`config.mk`:
```
export PLATFORM = sky130hd
export DESIGN_NAME = bubsys_ioctl_loader
export DESIGN_NICKNAME = d
export VERILOG_FILES = /design/src/rtl/bubsys_ioctl_loader.sv
export SDC_FILE = /design/constraint.sdc
export NUM_CORES = 1
export LEC_CHECK = 0
export ABC_AREA = 1
export BUFFER_PORTS_ARGS = -buffer_cell sky130_fd_sc_hd__buf_2
export CORE_MARGIN = 5
export CORE_UTILIZATION = 53
export CTS_CLUSTER_SIZE = 12
export DETAILED_ROUTE_END_ITERATION = 10
export PLACE_DENSITY = 0.85
export SYNTH_ARGS = -nofsm -noshare
export SYNTH_HDL_FRONTEND = slang
export SYNTH_SLANG_ARGS = --single-unit
```
`constraint.sdc`:
```
create_clock -name i_EMU_MCLK -period 1.9 [get_ports i_EMU_MCLK]
set_input_delay 0.38 -clock i_EMU_MCLK [delete_from_list [all_inputs] [get_ports i_EMU_MCLK]]
set_output_delay 0.38 -clock i_EMU_MCLK [all_outputs]
set_load 0.01 [all_outputs]
```
`src/rtl/bubsys_ioctl_loader.sv`:
```
// bubsys_ioctl_loader
// HPS ioctl download front-end for the Bubble System core. ROM bytes are
// packed big-endian into 16-bit words and written to SDRAM through a
// level request / pulse acknowledge handshake, with ioctl_wait throttling
// the HPS while a word is outstanding. DIP-switch bytes are captured into
// a register, and a loading flag holds the game board in reset during a
// ROM download.
module bubsys_ioctl_loader #(
  parameter logic [15:0] ROM_INDEX = 16'd0,
  parameter logic [15:0] DIP_INDEX = 16'd254,
  parameter int          ADDR_W    = 24,
  parameter int          DIP_BYTES = 3
) (
  input  logic                   i_EMU_MCLK,
  input  logic                   i_EMU_INITRST_n,
  input  logic [15:0]            i_IOCTL_INDEX,
  input  logic                   i_IOCTL_DOWNLOAD,
  input  logic [26:0]            i_IOCTL_ADDR,
  input  logic [7:0]             i_IOCTL_DATA,
  input  logic                   i_IOCTL_WR,
  output logic                   o_IOCTL_WAIT,
  output logic                   o_SDRAM_WR_REQ,
  output logic [ADDR_W-1:0]      o_SDRAM_WR_ADDR,
  output logic [15:0]            o_SDRAM_WR_DATA,
  input  logic                   i_SDRAM_WR_ACK,
  output logic [8*DIP_BYTES-1:0] o_DIPSW,
  output logic                   o_ROM_LOADING,
  output logic                   o_ROM_LOADED
);

  typedef enum logic [1:0] {
    ST_IDLE = 2'd0,
    ST_HELD = 2'd1,
    ST_REQ  = 2'd2
  } state_e;

  // Packer state
  state_e              state_q;
  logic [7:0]          held_byte_q;
  logic [ADDR_W-1:0]   held_addr_q;

  // A byte that forced out a partial word waits here until the ack
  logic                replay_q;
  logic [7:0]          replay_byte_q;
  logic [ADDR_W:0]     replay_addr_q;

  // SDRAM write port and HPS throttle
  logic                req_q;
  logic [ADDR_W-1:0]   wr_addr_q;
  logic [15:0]         wr_data_q;
  logic                wait_q;

  // Load status
  logic                loading_q;
  logic                loaded_q;
  logic                ack_seen_q;

  // DIP-switch bytes
  logic [7:0]          dip_bytes_q [DIP_BYTES];

  // Qualified strobes
  logic                rom_sel;
  logic                rom_wr;
  logic                dip_wr;
  logic                ack_acc;

  // Byte presented to the IDLE state: a pending replay takes priority
  logic                cur_valid_d;
  logic [7:0]          cur_byte_d;
  logic [ADDR_W:0]     cur_addr_d;

  assign rom_sel = i_IOCTL_DOWNLOAD && (i_IOCTL_INDEX == ROM_INDEX);
  assign rom_wr  = i_IOCTL_WR && rom_sel;
  assign dip_wr  = i_IOCTL_WR && i_IOCTL_DOWNLOAD && (i_IOCTL_INDEX == DIP_INDEX);
  // An ack only means something while a request is actually outstanding
  assign ack_acc = (state_q == ST_REQ) && i_SDRAM_WR_ACK;

  // Select between a freshly strobed byte and one deferred by an address break
  always_comb begin
    cur_valid_d = rom_wr;
    cur_byte_d  = i_IOCTL_DATA;
    cur_addr_d  = i_IOCTL_ADDR[ADDR_W:0];
    if (replay_q) begin
      cur_valid_d = 1'b1;
      cur_byte_d  = replay_byte_q;
      cur_addr_d  = replay_addr_q;
    end
  end

  // Word packer FSM: gathers byte pairs and drives the SDRAM handshake and WAIT
  always_ff @(posedge i_EMU_MCLK or negedge i_EMU_INITRST_n) begin
    if (!i_EMU_INITRST_n) begin
      state_q       <= ST_IDLE;
      held_byte_q   <= 8'h00;
      held_addr_q   <= '0;
      replay_q      <= 1'b0;
      replay_byte_q <= 8'h00;
      replay_addr_q <= '0;
      req_q         <= 1'b0;
      wr_addr_q     <= '0;
      wr_data_q     <= 16'h0000;
      wait_q        <= 1'b0;
    end else begin
      case (state_q)
        ST_IDLE: begin
          if (cur_valid_d) begin
            replay_q <= 1'b0;
            if (!cur_addr_d[0]) begin
              // Even byte opens a word; the HPS may carry on immediately
              held_byte_q <= cur_byte_d;
              held_addr_q <= cur_addr_d[ADDR_W:1];
              wait_q      <= 1'b0;
              state_q     <= ST_HELD;
            end else begin
              // Lone odd byte: its high half was never sent, so write zero
              wr_addr_q <= cur_addr_d[ADDR_W:1];
              wr_data_q <= {8'h00, cur_byte_d};
              req_q     <= 1'b1;
              wait_q    <= 1'b1;
              state_q   <= ST_REQ;
            end
          end
        end

        ST_HELD: begin
          if (rom_wr) begin
            wr_addr_q <= held_addr_q;
            req_q     <= 1'b1;
            wait_q    <= 1'b1;
            state_q   <= ST_REQ;
            if (i_IOCTL_ADDR[0] && (i_IOCTL_ADDR[ADDR_W:1] == held_addr_q)) begin
              wr_data_q <= {held_byte_q, i_IOCTL_DATA};
            end else begin
              // Address break: emit the half word and revisit this byte afterwards
              wr_data_q     <= {held_byte_q, 8'h00};
              replay_q      <= 1'b1;
              replay_byte_q <= i_IOCTL_DATA;
              replay_addr_q <= i_IOCTL_ADDR[ADDR_W:0];
            end
          end else if (!i_IOCTL_DOWNLOAD) begin
            // End of an odd-length image: flush the held byte
            wr_addr_q <= held_addr_q;
            wr_data_q <= {held_byte_q, 8'h00};
            req_q     <= 1'b1;
            state_q   <= ST_REQ;
          end
        end

        ST_REQ: begin
          if (ack_acc) begin
            req_q   <= 1'b0;
            // Keep the HPS stalled while a deferred byte still has to be handled
            wait_q  <= replay_q;
            state_q <= ST_IDLE;
          end
        end

        default: begin
          state_q <= ST_IDLE;
        end
      endcase
    end
  end

  // Loading / loaded status: loading spans the whole download plus the final flush
  always_ff @(posedge i_EMU_MCLK or negedge i_EMU_INITRST_n) begin
    if (!i_EMU_INITRST_n) begin
      loading_q  <= 1'b0;
      loaded_q   <= 1'b0;
      ack_seen_q <= 1'b0;
    end else if (!loading_q) begin
      if (rom_sel) begin
        loading_q  <= 1'b1;
        loaded_q   <= 1'b0;
        ack_seen_q <= 1'b0;
      end
    end else begin
      if (ack_acc) begin
        ack_seen_q <= 1'b1;
      end
      if (!i_IOCTL_DOWNLOAD && (state_q == ST_IDLE) && !replay_q) begin
        loading_q <= 1'b0;
        if (ack_seen_q) begin
          loaded_q <= 1'b1;
        end
      end
    end
  end

  // One capture register per DIP byte; addresses past the last byte fall through
  for (genvar gi = 0; gi < DIP_BYTES; gi++) begin : g_dip
    // Capture DIP byte gi when its address is strobed
    always_ff @(posedge i_EMU_MCLK or negedge i_EMU_INITRST_n) begin
      if (!i_EMU_INITRST_n) begin
        dip_bytes_q[gi] <= 8'h00;
      end else if (dip_wr && (i_IOCTL_ADDR == 27'(gi))) begin
        dip_bytes_q[gi] <= i_IOCTL_DATA;
      end
    end
    assign o_DIPSW[8*gi +: 8] = dip_bytes_q[gi];
  end

  assign o_IOCTL_WAIT    = wait_q;
  assign o_SDRAM_WR_REQ  = req_q;
  assign o_SDRAM_WR_ADDR = wr_addr_q;
  assign o_SDRAM_WR_DATA = wr_data_q;
  assign o_ROM_LOADING   = loading_q;
  assign o_ROM_LOADED    = loaded_q;

endmodule
```
======== Word level (Yosys, flattened, before mapping) ========
Cells that the tools add are included.
word-level totals
  flip-flop bits (word level) ............. 137
  input bits .............................. 56
operators by class
  equal/unequal tests ..................... 15
  muxes and demuxes ....................... 44
  bitwise operators ....................... 2
  reduce and logical (&&, ||, !) cells .... 28
operators by type and width
  operator               count
  $mux W24               4
  $mux W16               4
  $pmux W24 S2           1
  $pmux W16 S2           1
  $eq A27 B1 Y1 const B  1
  $eq A27 B2 Y1 const B  1
  $logic_not A27 Y1      1
  $mux W25               1
  $eq A24 B24 Y1         1
  $mux W1                22
  $eq A16 B8 Y1 const B  1
  $logic_not A16 Y1      1
  $mux W8                2
  $reduce_and A3 Y1      4
  $reduce_and A4 Y1      3
  $logic_and A1 B1 Y1    11
  $mux W2                5
  $ne A2 B2 Y1 const B   5
  $ne A2 B1 Y1 const B   3
  $pmux W1 S3            2
  $pmux W2 S3            1
  $reduce_and A5 Y1      1
  $reduce_bool A2 Y1     2
  $ne A3 B3 Y1 const B   1
  8 further kinds        10

======== Depth between registers and ports, before layout ========
Gate-level depths: netlist of run 1.
  word-level depth ........................ 6
  depth in mapped cells ................... 12
  mapped depth without buffers ............ 12

======== Worst setup path after synthesis of run 1 ========
Ideal clock, no wire load.
  path kind ............................... flip-flop to flip-flop
  from .................................... register state_q[0]
  to ...................................... register wr_data_q[2], in the netlist o_SDRAM_WR_DATA[2]
  library setup time ...................... 73 ps
  arrival time ............................ 1574 ps
  required time ........................... 1827 ps
  path slack .............................. 253 ps
  stages on the path, launching flop included .. 12
  period minus slack after synthesis ...... 1647 ps
  cells stage by stage .................... dfrtp_1 inv_1 ha_1 inv_1 nor2_2 nor2_2 nor2_1 nand2_2 nor2_8 buf_8 nor2_2 a21oi_2
between the ends
  word-level cells in the longest chain between the ends .. 3
RTL lines
  item                                                         RTL line  text
  start: declaration                                           38        state_e state_q;
  start signal: assignment                                     93        state_q <= ST_IDLE;
  start signal: assignment                                     113       state_q <= ST_HELD;
  start signal: assignment                                     120       state_q <= ST_REQ;
  $eq A2 B1 Y1 or $logic_not A2 Y1 (tied branches)             104       case (state_q)
  $ne A3 B3 Y1 (no source line), or another cell as far along  -
  $reduce_and A4 Y1 (no source line)                           -
  end signal: assignment                                       117       wr_data_q <= {8'h00, cur_byte_d};
  end signal: assignment                                       132       wr_data_q <= {held_byte_q, i_IOCTL_DATA};
  end signal: assignment                                       135       wr_data_q <= {held_byte_q, 8'h00};
  end: declaration                                             50        logic [15:0] wr_data_q;
Several ways; a longest one is shown, not always the timed one.
A chain may end at the register's enable or synchronous reset.

======== Worst setup path after layout of run 1 ========
  from .................................... register state_q[1]
  to ...................................... register held_byte_q[7]
between the ends
  word-level cells in the longest chain between the ends .. 2
RTL lines
  item                                RTL line  text
  $logic_not A2 Y1                    104
  $reduce_and A3 Y1 (no source line)  -
  end signal: assignment              110       held_byte_q <= cur_byte_d;
  end: declaration                    39        logic [7:0] held_byte_q;
Every way passes these cells.

==> results of run 1 <==
worst max-delay path: stages, from the launching register on:
cell	delay, ns
dfrtp_1	0.41
inv_2	0.08
ha_4	0.17
inv_2	0.09
nor2_4	0.04
nor2_2	0.19
inv_2	0.08
a21oi_4	0.21
buf_4	0.18
clkinvlp_4	0.13
o21ai_0	0.22
registers in the layout, indices dropped and copies added, names as in the netlist:
register and cells:
replay_addr_q 25, held_addr_q 24, o_DIPSW 24, o_SDRAM_WR_ADDR 24, o_SDRAM_WR_DATA 16, held_byte_q 8, replay_byte_q 8, state_q 2
ack_seen_q 1, o_IOCTL_WAIT 1, o_ROM_LOADED 1, o_ROM_LOADING 1, o_SDRAM_WR_REQ 1, replay_q 1
final timing paths:
check	start	to	slack (ns)	cells after the start
setup / recovery	state_q[1]$_DFFE_PN0P_	held_byte_q[7]$_DFFE_PN0P_	0.02	10
max in group asynchronous	i_EMU_INITRST_n	o_DIPSW[3]$_DFFE_PN0P_	0.79	3
setup reg to reg	state_q[1]$_DFFE_PN0P_	held_byte_q[7]$_DFFE_PN0P_	0.02	10
hold reg to reg	o_SDRAM_WR_ADDR[4]$_DFFE_PN0P_	o_SDRAM_WR_ADDR[4]$_DFFE_PN0P_	0.48	2
min in group asynchronous	i_EMU_INITRST_n	o_SDRAM_WR_ADDR[4]$_DFFE_PN0P_	0.50	2
hold / removal	i_IOCTL_ADDR[21]	replay_addr_q[21]$_DFFE_PN0P_	0.26	3
through the flow:
stage / util (%) / total power [µW]
detailed placement: 60.6 / 6080
floorplan: - / 5170
global placement: 60.6 / 6030
CTS: 65.6 / 9470
finish: 66.9 / 9750
global route: 66.9 / 10200
area by class of cell:
type	count	area share, %
clock inverters	14	2.09
flip-flops and latches	137	41.0
diodes	1	0.0299
well taps	172	2.57
inverters	78	3.56
repair inverters	1	0.0897
multi-input cells	585	33.3
clock buffers	18	5.13
repair buffers	155	12.3
cells by family after synthesis:
family          synth area share [%]
simple gates                    24.5
compound gates                  14.9
flops                           51.1
buf+inv                         8.27
xor+xnor                       0.522
fa+ha+maj                      0.745
cells in the mapped netlist (all sizes together):
| cell type | number | area, µm² |
|---|---|---|
| nor2 | 70 | 307 |
| xnor2 | 3 | 26.3 |
| nand3b | 1 | 7.51 |
| nor3 | 4 | 20.0 |
| and3 | 1 | 6.26 |
| inv | 77 | 289 |
| o211ai | 25 | 208 |
| nor4b | 1 | 23.8 |
| a21oi | 11 | 85.1 |
| nand2 | 297 | 1120 |
| buf | 20 | 186 |
| nor4 | 2 | 12.5 |
| clkinv | 1 | 3.75 |
| nand3 | 19 | 110 |
| dfrtp | 137 | 3430 |
| clkbuf | 20 | 76.3 |
| o21ai | 140 | 708 |
| ha | 4 | 50.1 |
| nand4 | 6 | 37.5 |
| xor2 | 1 | 8.76 |
layer usage:
metal | up-vias | GRT usage [%]
li1 | 2951 | -
met5 | - | 0
met3 | 41 | 5.58
met1 | 2829 | 30.2
met4 | 0 | 8.61
met2 | 234 | 37.8
cell usage in the layout (no fill, tap or decap), types with 6 or more instances in the layout:
cell type and n:
o21ai_1 13, nand2_1 295, o21ai_0 125, clkbuf_16 19, inv_1 69, buf_4 16, buf_12 9, nor2_2 12
clkinvlp_4 8, nand4_1 6, a21oi_2 7, o211ai_1 21, dfrtp_1 136, buf_2 122, nand3_1 16, inv_2 7
nor2_1 56
timing repair:
item / CTS / global route
pin swaps: 0 / 5
hold endpoints to repair: 50 / 0
hold buffers: 1 / 0
setup buffers: 0 / 5
gates resized for setup: 2 / 19
endpoints found under the setup margin: 7 / 77
gates cloned: 0 / 3
power groups by stage:
stage | Combinational (µW) | Clock, µW | Sequential, µW
finish | 2850 | 3360 | 3540
global route | 3120 | 3540 | 3590
CTS | 2540 | 3390 | 3540
detailed placement | 2510 | 0 | 3580
global placement | 2450 | 0 | 3580
floorplan | 1450 | 0 | 3720
==> implementation parameters, run 1 <==
Parameter                              Value

Power
  Share of total power in the clock network ... 34.5%
  Proportion of power drawn by combinational gates ... 29.2%
  Reg power frac ... 36.3%
  Switching power share of the total ... 33.3%
  Switching power ... 3250 µW
  VDD IR max ... 0.811 mV
  Design internal power ... 6500 µW
  Standby leakage power ... 0.00421 µW
  Cell area power density ... 1160 nW/µm²

Setup path
  Arrival @ worst endpoint ... 2.20 ns
  CP required ... 2.22 ns
  CP startpoint kind ... register
  Kind of critical path ... register to register
  Crit path capture type ... register
  CP Max Fanout ... 8

Timing
  Tightest slew margin relative to the limit ... 64.3%
  Worst-Margin Slew ... 0.535 ns
  Worst setup skew after layout ... 0.00498 ns
  Worst setup slack after layout ... 0.0172 ns
  Maximum clock frequency ... 0.531 GHz
  Final hold slack ... 0.256 ns
  Part of the cycle the worst path needs ... 99.1%
  Minimum clock period after layout ... 1.88 ns
  Final Setup Violations ... 0
  Final slew viol count ... 0
  Sum of negative setup slack ... 0 ns
  Final hold violation count ... 0

Cells and area
  Non-Filler Cell Area, Final ... 8370 µm²
  Area of the multi-input gates ... 2790 µm²
  Syn-to-layout area delta ... 24.7%
  Flip-flop and latch area ... 3430 µm²
  Post-route insts no fill ... 1161
  Nets@finish ... 1035
  Fill cell total of the finished layout ... 985
  Layout cell share with drive strength beyond 1 ... 23.5%

Floorplanning
  Initial Utilization ... 53.6%
  Floorplan die area ... 15000 µm²
  Floorplan Core Area ... 12500 µm²
  Floorplan row count ... 41
  Chip Width ... 123 µm
  Number of top-level design ports ... 124
  Die outline height ... 123 µm

Clock tree
  Num CTS Buffers ... 17
  Clock insertion delay at the later pin of the skew report ... 0.41 ns
  TritonCTS clock tree ... done
  Clock transition at path regs ... 0.06 ns
  CTS Root Cell ... clkbuf_16
  Number of clock sinks ... 137
  H-Tree Depth ... 4
  Buffer levels on the longest clock path ... 2

Drt
  Number of routed nets with antenna violations ... 0
  1st-iter DRT viols ... 444
  Post-route met1 wirelength ... 7490 µm
  Top routing layer in use ... met4
  Total length of routed wires ... 17600 µm
  Met3 wire length ... 1310 µm
  Met2 Routed Length ... 8420 µm
  Number of detailed-route iterations in the first pass ... 5
  Routed length per placed instance ... 15.2 µm
  Remaining design rule violation count ... 0
  Ratio of routed vias to standard cells ... 5.22
  Count of vias placed by the detailed router ... 6055

Synthesis
  Mapped Nets ... 900
  Mean post-synth cell area ... 7.99 µm²
  Number of distinct standard cells referenced by the synthesized netlist ... 33
  Ys Warns ... 0
  Number of standard cells after synthesis ... 840
  Sequential share of the synthesized area ... 51.1%
  #FFs+latches synth ... 137
  Post-synthesis instance area ... 6710 µm²

Hold path
  Type of the worst min-delay path ... input pin to register

Placement
  Post-Place Cells ... 1119
  Cell area after placement ... 7590 µm²
  Final weighted congestion in routability-driven placement ... 0.869
  Post-detail-place hpwl ... 11500 µm
  Pre-CTS setup slack ... -0.0351 ns
  Number of buffers inserted by port buffering ... 123

Global route
  Vias in the first global route ... 5704
  Number of antenna violations at the first check in global routing ... 0
  Maximum number of pins on one net before global-route repair ... 55
  Wire length of the first global-routing pass ... 27500 µm
  GRT Residual Overflow ... 0
  Total global routing track utilization ... 23.2%

Flow run
  Number of max-cap violations ... 0

Status
  Result of the run ... finished, final reports clean
No activity file was read; power rests on OpenSTA's default activity.
==> run 2, diff against run 1 <==
Settings changed: CELL_PAD_IN_SITES_DETAIL_PLACEMENT set to 1, CELL_PAD_IN_SITES_GLOBAL_PLACEMENT set to 1, CORE_UTILIZATION 53 to 41, PLACE_DENSITY 0.85 to 0.88.
==> implementation parameters, run 2 (synthesis gave the netlist of run 1 again) <==
Parameter                              Value

Status
  Result of the run ... finished with violations
  Violations in the final reports ... negative setup slack

Power
  Cell area power density ... 1190 nW/µm² (+2.2%)
  Standby leakage power ... 0.00431 µW (+2.3%)
  Post-route total power ... 10200 µW (+4.7%)
  VDD IR max ... 0.819 mV (+0.90%)

Floorplanning
  Floorplan die area ... 19000 µm² (+27%)
  Die outline height ... 138 µm (+13%)
  Initial Utilization ... 42.0% (-12 points)
  Floorplan Core Area ... 16000 µm² (+28%)
  Number of top-level design ports ... 124 (unchanged)
  Chip Width ... 138 µm (+13%)
  Floorplan row count ... 46 (+12%)

Setup path
  Slowest Stage Delay on Critical Path ... 0.38 ns (-0.03 ns)
  Most repeated library cell on the critical path ... nand2_1
  CP top delay family ... simple AND/OR/NAND/NOR gates
  CP Max Fanout ... 17 (+9)
  CP required ... 2.22 ns (about the same)
  Master of the slowest instance on the critical path ... dfrtp_1
  Kind of critical path ... register to register
  CP Depth ... 12 (+2)
  Crit path capture type ... register
  CP startpoint kind ... register
  Critical Path, Cell by Cell ... inv_1 > nand2_1 > nand2_1 > nor2_1 > nand2_1 > nor2_1 > nand2_2 > o21ai_4 > buf_12 > buf_6 > nand2_1 > o21ai_0
  Arrival @ worst endpoint ... 2.30 ns (+0.10 ns)
  Number of buffer and inverter instances along the worst setup path ... 3 (-2)
  R2R cell count ... 12 (+2)

Cells and area
  Syn-to-layout area delta ... 27.7%
  Post-route insts no fill ... 1209 (+4.1%)
  Most flop-heavy register ... replay_addr_q
  Most frequent standard cell in the layout excluding fill and tap cells ... nand2_1
  Core utilization of the finished layout ... 53.6% (-13 points)
  Nets@finish ... 1040 (+0.48%)
  Layout cell share with drive strength beyond 1 ... 24.2% (+0.69 points)
  Most frequent cells in the layout ... 294 x nand2_1, 137 x dfrtp_1, 123 x o21ai_0
  Total inserted antenna cells ... 0 (-1)
  Number of flip-flops under the largest register name ... 25 (unchanged)

Clock tree
  Clock transition at path regs ... 0.06 ns (about the same)
  CTS Root Cell ... clkbuf_16
  TritonCTS clock tree ... done
  Num CTS Buffers ... 17 (unchanged)
  Buffer levels on the longest clock path ... 2 (unchanged)
  Clock insertion delay at the later pin of the skew report ... 0.42 ns (about the same)
  Number of clock sinks ... 137 (unchanged)
  H-Tree Depth ... 4 (unchanged)

Hold path
  Type of the worst min-delay path ... input pin to register
  Hold Path Stages ... 3 (unchanged)

Drt
  Ratio of routed vias to standard cells ... 5.40 (+3.5%)
  Remaining design rule violation count ... 0 (unchanged)
  Routed length per placed instance ... 19.7 µm (+30%)
  Number of routed nets with antenna violations ... 0 (unchanged)
  1st-iter DRT viols ... 501 (+13%)
  Count of vias placed by the detailed router ... 6528 (+7.8%)
  Total length of routed wires ... 23800 µm (+35%)
  Number of detailed-route iterations in the first pass ... 6 (+1)

Timing
  Worst setup skew after layout ... 0.00844 ns (+0.00345 ns)
  Setup repair after global routing missed its margin ... yes
  Minimum clock period after layout ... 1.98 ns (+0.0963 ns)
  Part of the cycle the worst path needs ... 104% (+5.1 points)
  Worst-Margin Slew ... 0.426 ns (-0.109 ns)
  Final hold violation count ... 0 (unchanged)
  Final Setup Violations ... 33 (+33)
  Maximum clock frequency ... 0.505 GHz (-4.9%)
  Final slew viol count ... 0 (unchanged)
  Tightest slew margin relative to the limit ... 71.3% (+7.0 points)
  Worst setup slack after layout ... -0.0790 ns (-0.0963 ns)

Placement
  Number of buffers inserted by port buffering ... 123 (unchanged)
  Post-Place Cells ... 1165 (+4.1%)
  Final weighted congestion in routability-driven placement ... 0.758 (-13%)
  Post-detail-place hpwl ... 13800 µm (+20%)
  Pre-CTS setup slack ... -0.0603 ns (-0.0252 ns)

Global route
  GRT Residual Overflow ... 0 (unchanged)
  Vias in the first global route ... 6586 (+15%)
  Total global routing track utilization ... 23.0% (-0.15 points)
  Wire length of the first global-routing pass ... 33900 µm (+24%)
  Maximum number of pins on one net before global-route repair ... 56 (+1.8%)
  Number of antenna violations at the first check in global routing ... 1 (+1)

Flow run
  Number of max-cap violations ... 0 (unchanged)
run 2: cell count changes in the layout (fill, tap and decap cells not counted), sizes merged:
cell	change
buf	+3
bufinv	+1
clkbuf	+6
clkinv	+1
clkinvlp	-6
diode	-1
run 2: metrics by stage:
stage	hold slack (ns)	setup TNS (ns)	instance area [µm²]
5_1_grt	0.277	-6.54	8580
3_5_place_dp	0.329	-0.788	7690
4_1_cts	0.252	0	8350
2_1_floorplan	0.0844	0	6710
3_3_place_gp	0.327	0	7690
6_report	0.264	-1.07	8580
run 2: repair_timing:
action	4_1_cts	5_1_grt
resized for setup	4	16
setup buffers	0	6
gates cloned	0	5
endpoints found under the setup margin	42	88
hold endpoints to repair	40	0
pin swaps	2	8
hold buffers	1	0
run 2: metal layers:
metal / global-route usage, % / part of all wire (%) / vias up
met2: 38.8 / 49 / 274
met4: 7.46 / 3.1 / 2
met3: 4.32 / 6.4 / 62
li1: - / - / 2958
met5: 0 / 0.029 / -
met1: 30.1 / 41 / 3232
run 2: where the power goes:
group | switching, µW | leakage [µW] | internal, µW
Combinational | 1890 | 0.00227 | 1160
Clock | 1310 | 0.000315 | 2330
Sequential | 214 | 0.00172 | 3310
run 2: path summary, 6_finish.rpt:
kind                                                    to                       startpoint  slack, ns
max                           replay_byte_q[4]$_DFFE_PN0P_      held_addr_q[13]$_DFFE_PN0P_      -0.08
min                          replay_addr_q[22]$_DFFE_PN0P_                 i_IOCTL_ADDR[22]       0.26
max reg2reg                   replay_byte_q[4]$_DFFE_PN0P_      held_addr_q[13]$_DFFE_PN0P_      -0.08
min reg2reg                o_SDRAM_WR_ADDR[18]$_DFFE_PN0P_  o_SDRAM_WR_ADDR[18]$_DFFE_PN0P_       0.47
max in group asynchronous         o_IOCTL_WAIT$_DFFE_PN0P_                  i_EMU_INITRST_n       0.80
min in group asynchronous   o_SDRAM_WR_ADDR[4]$_DFFE_PN0P_                  i_EMU_INITRST_n       0.44
run 2: layout make-up:
| class | count | area [µm²] |
|---|---|---|
| Inverter | 78 | 297 |
| Clock inverter | 11 | 168 |
| Multi-Input combinational cell | 585 | 2780 |
| Clock buffer | 21 | 480 |
| Fill cell | 1992 | 7420 |
| Sequential cell | 137 | 3430 |
| Timing Repair Buffer | 161 | 1150 |
| Tap cell | 216 | 270 |
run 2: worst min-delay path: stages:
cell,delay (ns)
buf_2,0.12
inv_1,0.07
o21ai_1,0.07
==> run 3, diff against run 2 <==
Settings changed: CORE_UTILIZATION 41 to 44, PLACE_DENSITY 0.88 to 0.93.
Clock period 1.9 ns to 2.4 ns, I/O delays scaled along.
==> implementation parameters, run 3 (synthesis gave the netlist of run 1 again) <==
Parameter                              Value

Clock tree
  CTS-repair resized insts ... 0 (-4)
  CTS Root Cell ... clkbuf_16
  Post-CTS Setup Bufs ... 0 (unchanged)
  Clock insertion delay at the later pin of the skew report ... 0.43 ns (about the same)
  Number of clock sinks ... 137 (unchanged)
  Clock transition at path regs ... 0.06 ns (about the same)
  Number of hold buffers added after cts ... 0 (-1)
  TritonCTS clock tree ... done
  Num CTS Buffers ... 17 (unchanged)
  H-Tree Depth ... 4 (unchanged)
  Buffer levels on the longest clock path ... 2 (unchanged)

Global route
  Vias in the first global route ... 6746 (+2.4%)
  Wire length of the first global-routing pass ... 35300 µm (+3.9%)
  Maximum number of pins on one net before global-route repair ... 78 (+39%)
  Total global routing track utilization ... 24.7% (+1.7 points)
  Number of antenna violations at the first check in global routing ... 0 (-1)
  GRT Residual Overflow ... 0 (unchanged)

Cells and area
  Most frequent standard cell in the layout excluding fill and tap cells ... nand2_1
  Total inserted antenna cells ... 0 (unchanged)
  Number of flip-flops under the largest register name ... 25 (unchanged)
  Most flop-heavy register ... replay_addr_q
  Most frequent cells in the layout ... 295 x nand2_1, 137 x dfrtp_1, 125 x o21ai_0
  Flip-flop and latch area ... 3430 µm² (unchanged)
  Area of the multi-input gates ... 2740 µm² (-1.5%)
  Syn-to-layout area delta ... 21.7%
  Fill cell total of the finished layout ... 1853 (-7.0%)
  Nets@finish ... 1017 (-2.2%)
  Layout cell share with drive strength beyond 1 ... 21.0% (-3.2 points)

Floorplanning
  Chip Width ... 134 µm (-3.2%)
  Number of top-level design ports ... 124 (unchanged)
  Floorplan die area ... 17800 µm² (-6.3%)
  Initial Utilization ... 44.5% (+2.5 points)
  Floorplan row count ... 45 (-2.2%)
  Floorplan Core Area ... 15100 µm² (-5.7%)
  Die outline height ... 134 µm (-3.2%)

Drt
  Number of detailed-route iterations in the first pass ... 5 (-1)
  Routed length per placed instance ... 18.3 µm (-7.1%)
  Number of routed nets with antenna violations ... 0 (unchanged)
  1st-iter DRT viols ... 409 (-18%)
  Ratio of routed vias to standard cells ... 5.42 (+0.34%)
  Total length of routed wires ... 21200 µm (-11%)
  Count of vias placed by the detailed router ... 6263 (-4.1%)
  Remaining design rule violation count ... 0 (unchanged)

Timing
  Setup repair after global routing missed its margin ... no
  Worst setup slack after layout ... 0.227 ns (+0.306 ns)
  Part of the cycle the worst path needs ... 90.6% (-14 points)
  Final hold violation count ... 0 (unchanged)
  Maximum clock frequency ... 0.460 GHz (-8.9%)
  Worst setup skew after layout ... 0.00757 ns (-0.000871 ns)
  Final Setup Violations ... 0 (-100%)
  Sum of negative setup slack ... 0 ns (+1.07 ns)
  Tightest slew margin relative to the limit ... 66.7% (-4.6 points)
  Worst-Margin Slew ... 0.497 ns (+0.0705 ns)
  Final slew viol count ... 0 (unchanged)
  Minimum clock period after layout ... 2.17 ns (+0.194 ns)

Hold path
  Type of the worst min-delay path ... input pin to async pin

Placement
  Number of buffers inserted by port buffering ... 123 (unchanged)
  Pre-CTS setup slack ... 0.206 ns (+0.267 ns)
  Post-detail-place hpwl ... 13800 µm (about the same)
  Final weighted congestion in routability-driven placement ... 0.822 (+8.5%)

Setup path
  Kind of critical path ... register to register
  Crit path capture type ... register
  Launch point of the worst reg-to-reg path ... state_q[1]$_DFFE_PN0P_
  Arrival @ worst endpoint ... 2.50 ns (+0.20 ns)
  R2R cell count ... 9 (-3)
  CP startpoint kind ... register
  CP required ... 2.73 ns (+0.51 ns)
  CP Max Fanout ... 15 (-2)
  Terminus of the critical flop-to-flop path ... o_SDRAM_WR_DATA[1]$_DFFE_PN0P_
  Slack of the worst reg-to-reg path ... 0.23 ns (+0.31 ns)

Power
  Post-route total power ... 7920 µW (-22%)
  Standby leakage power ... 0.00414 µW (-4.0%)
  VDD IR max ... 0.562 mV (-31%)
  Cell area power density ... 969 nW/µm² (-19%)

Flow run
  Number of max-cap violations ... 0 (unchanged)

Status
  Result of the run ... finished, final reports clean
## run 3: worst max-delay path by stage
stage | end | slack [ns] | start | cells past startpoint
after global routing | o_SDRAM_WR_DATA[1]$_DFFE_PN0P_ | 0.12 | state_q[1]$_DFFE_PN0P_ | 11
after global placement | o_DIPSW[12]$_DFFE_PN0P_ | 0.32 | i_IOCTL_ADDR[16] | 7
final | o_SDRAM_WR_DATA[1]$_DFFE_PN0P_ | 0.23 | state_q[1]$_DFFE_PN0P_ | 9
after detailed placement | o_DIPSW[18]$_DFFE_PN0P_ | 0.21 | i_IOCTL_ADDR[16] | 6
after floorplan | o_SDRAM_WR_ADDR[0]$_DFFE_PN0P_ | 0.71 | i_IOCTL_INDEX[15] | 11
after CTS | o_SDRAM_WR_DATA[1]$_DFFE_PN0P_ | 0.23 | state_q[1]$_DFFE_PN0P_ | 9
## run 3: metal layers
layer / wire [µm] / part of all wire, % / vias to the layer above / track usage (%)
met5: 0 / 0 / - / 0
met1: 9000 / 42 / 3112 / 30.2
met3: 1010 / 4.8 / 53 / 5.97
met4: 745 / 3.5 / 0 / 10.3
met2: 10400 / 49 / 186 / 42.0
li1: - / - / 2912 / -
## run 3: area by class of cell
type	count	area share (%)
flip-flops and latches	137	42.0
multi-input cells	585	33.5
repair buffers	138	9.75
clock buffers	18	5.25
inverters	78	3.58
clock inverters	12	3.05
well taps	188	2.88
## run 3: stage by stage
| stage | hold WS (ns) | instance area, µm² | utilization (%) | instances |
|---|---|---|---|---|
| floorplan | 0.184 | 6710 | - | 840 |
| global placement | 0.458 | 7490 | 49.7 | 1126 |
| detailed placement | 0.462 | 7490 | 49.7 | 1126 |
| CTS | 0.0550 | 8170 | 54.2 | 1156 |
| global route | 0.0624 | 8170 | 54.2 | 1156 |
| finish | 0.0333 | 8170 | 54.2 | 1156 |
## run 3: critical path, cell delays in order (launching register included)
cell	delay, ns
dfrtp_1	0.42
inv_1	0.13
ha_2	0.40
nor2_1	0.12
nor2_1	0.21
nand2_2	0.15
nor2_8	0.17
buf_4	0.21
nor2_1	0.07
a21oi_1	0.20
## run 3: power breakdown
group	leakage [µW]	switching [µW]	internal [µW]
registers	0.00172	183	2620
clock network	0.000326	1000	2040
logic	0.00209	1360	714
total	0.00414	2540	5380
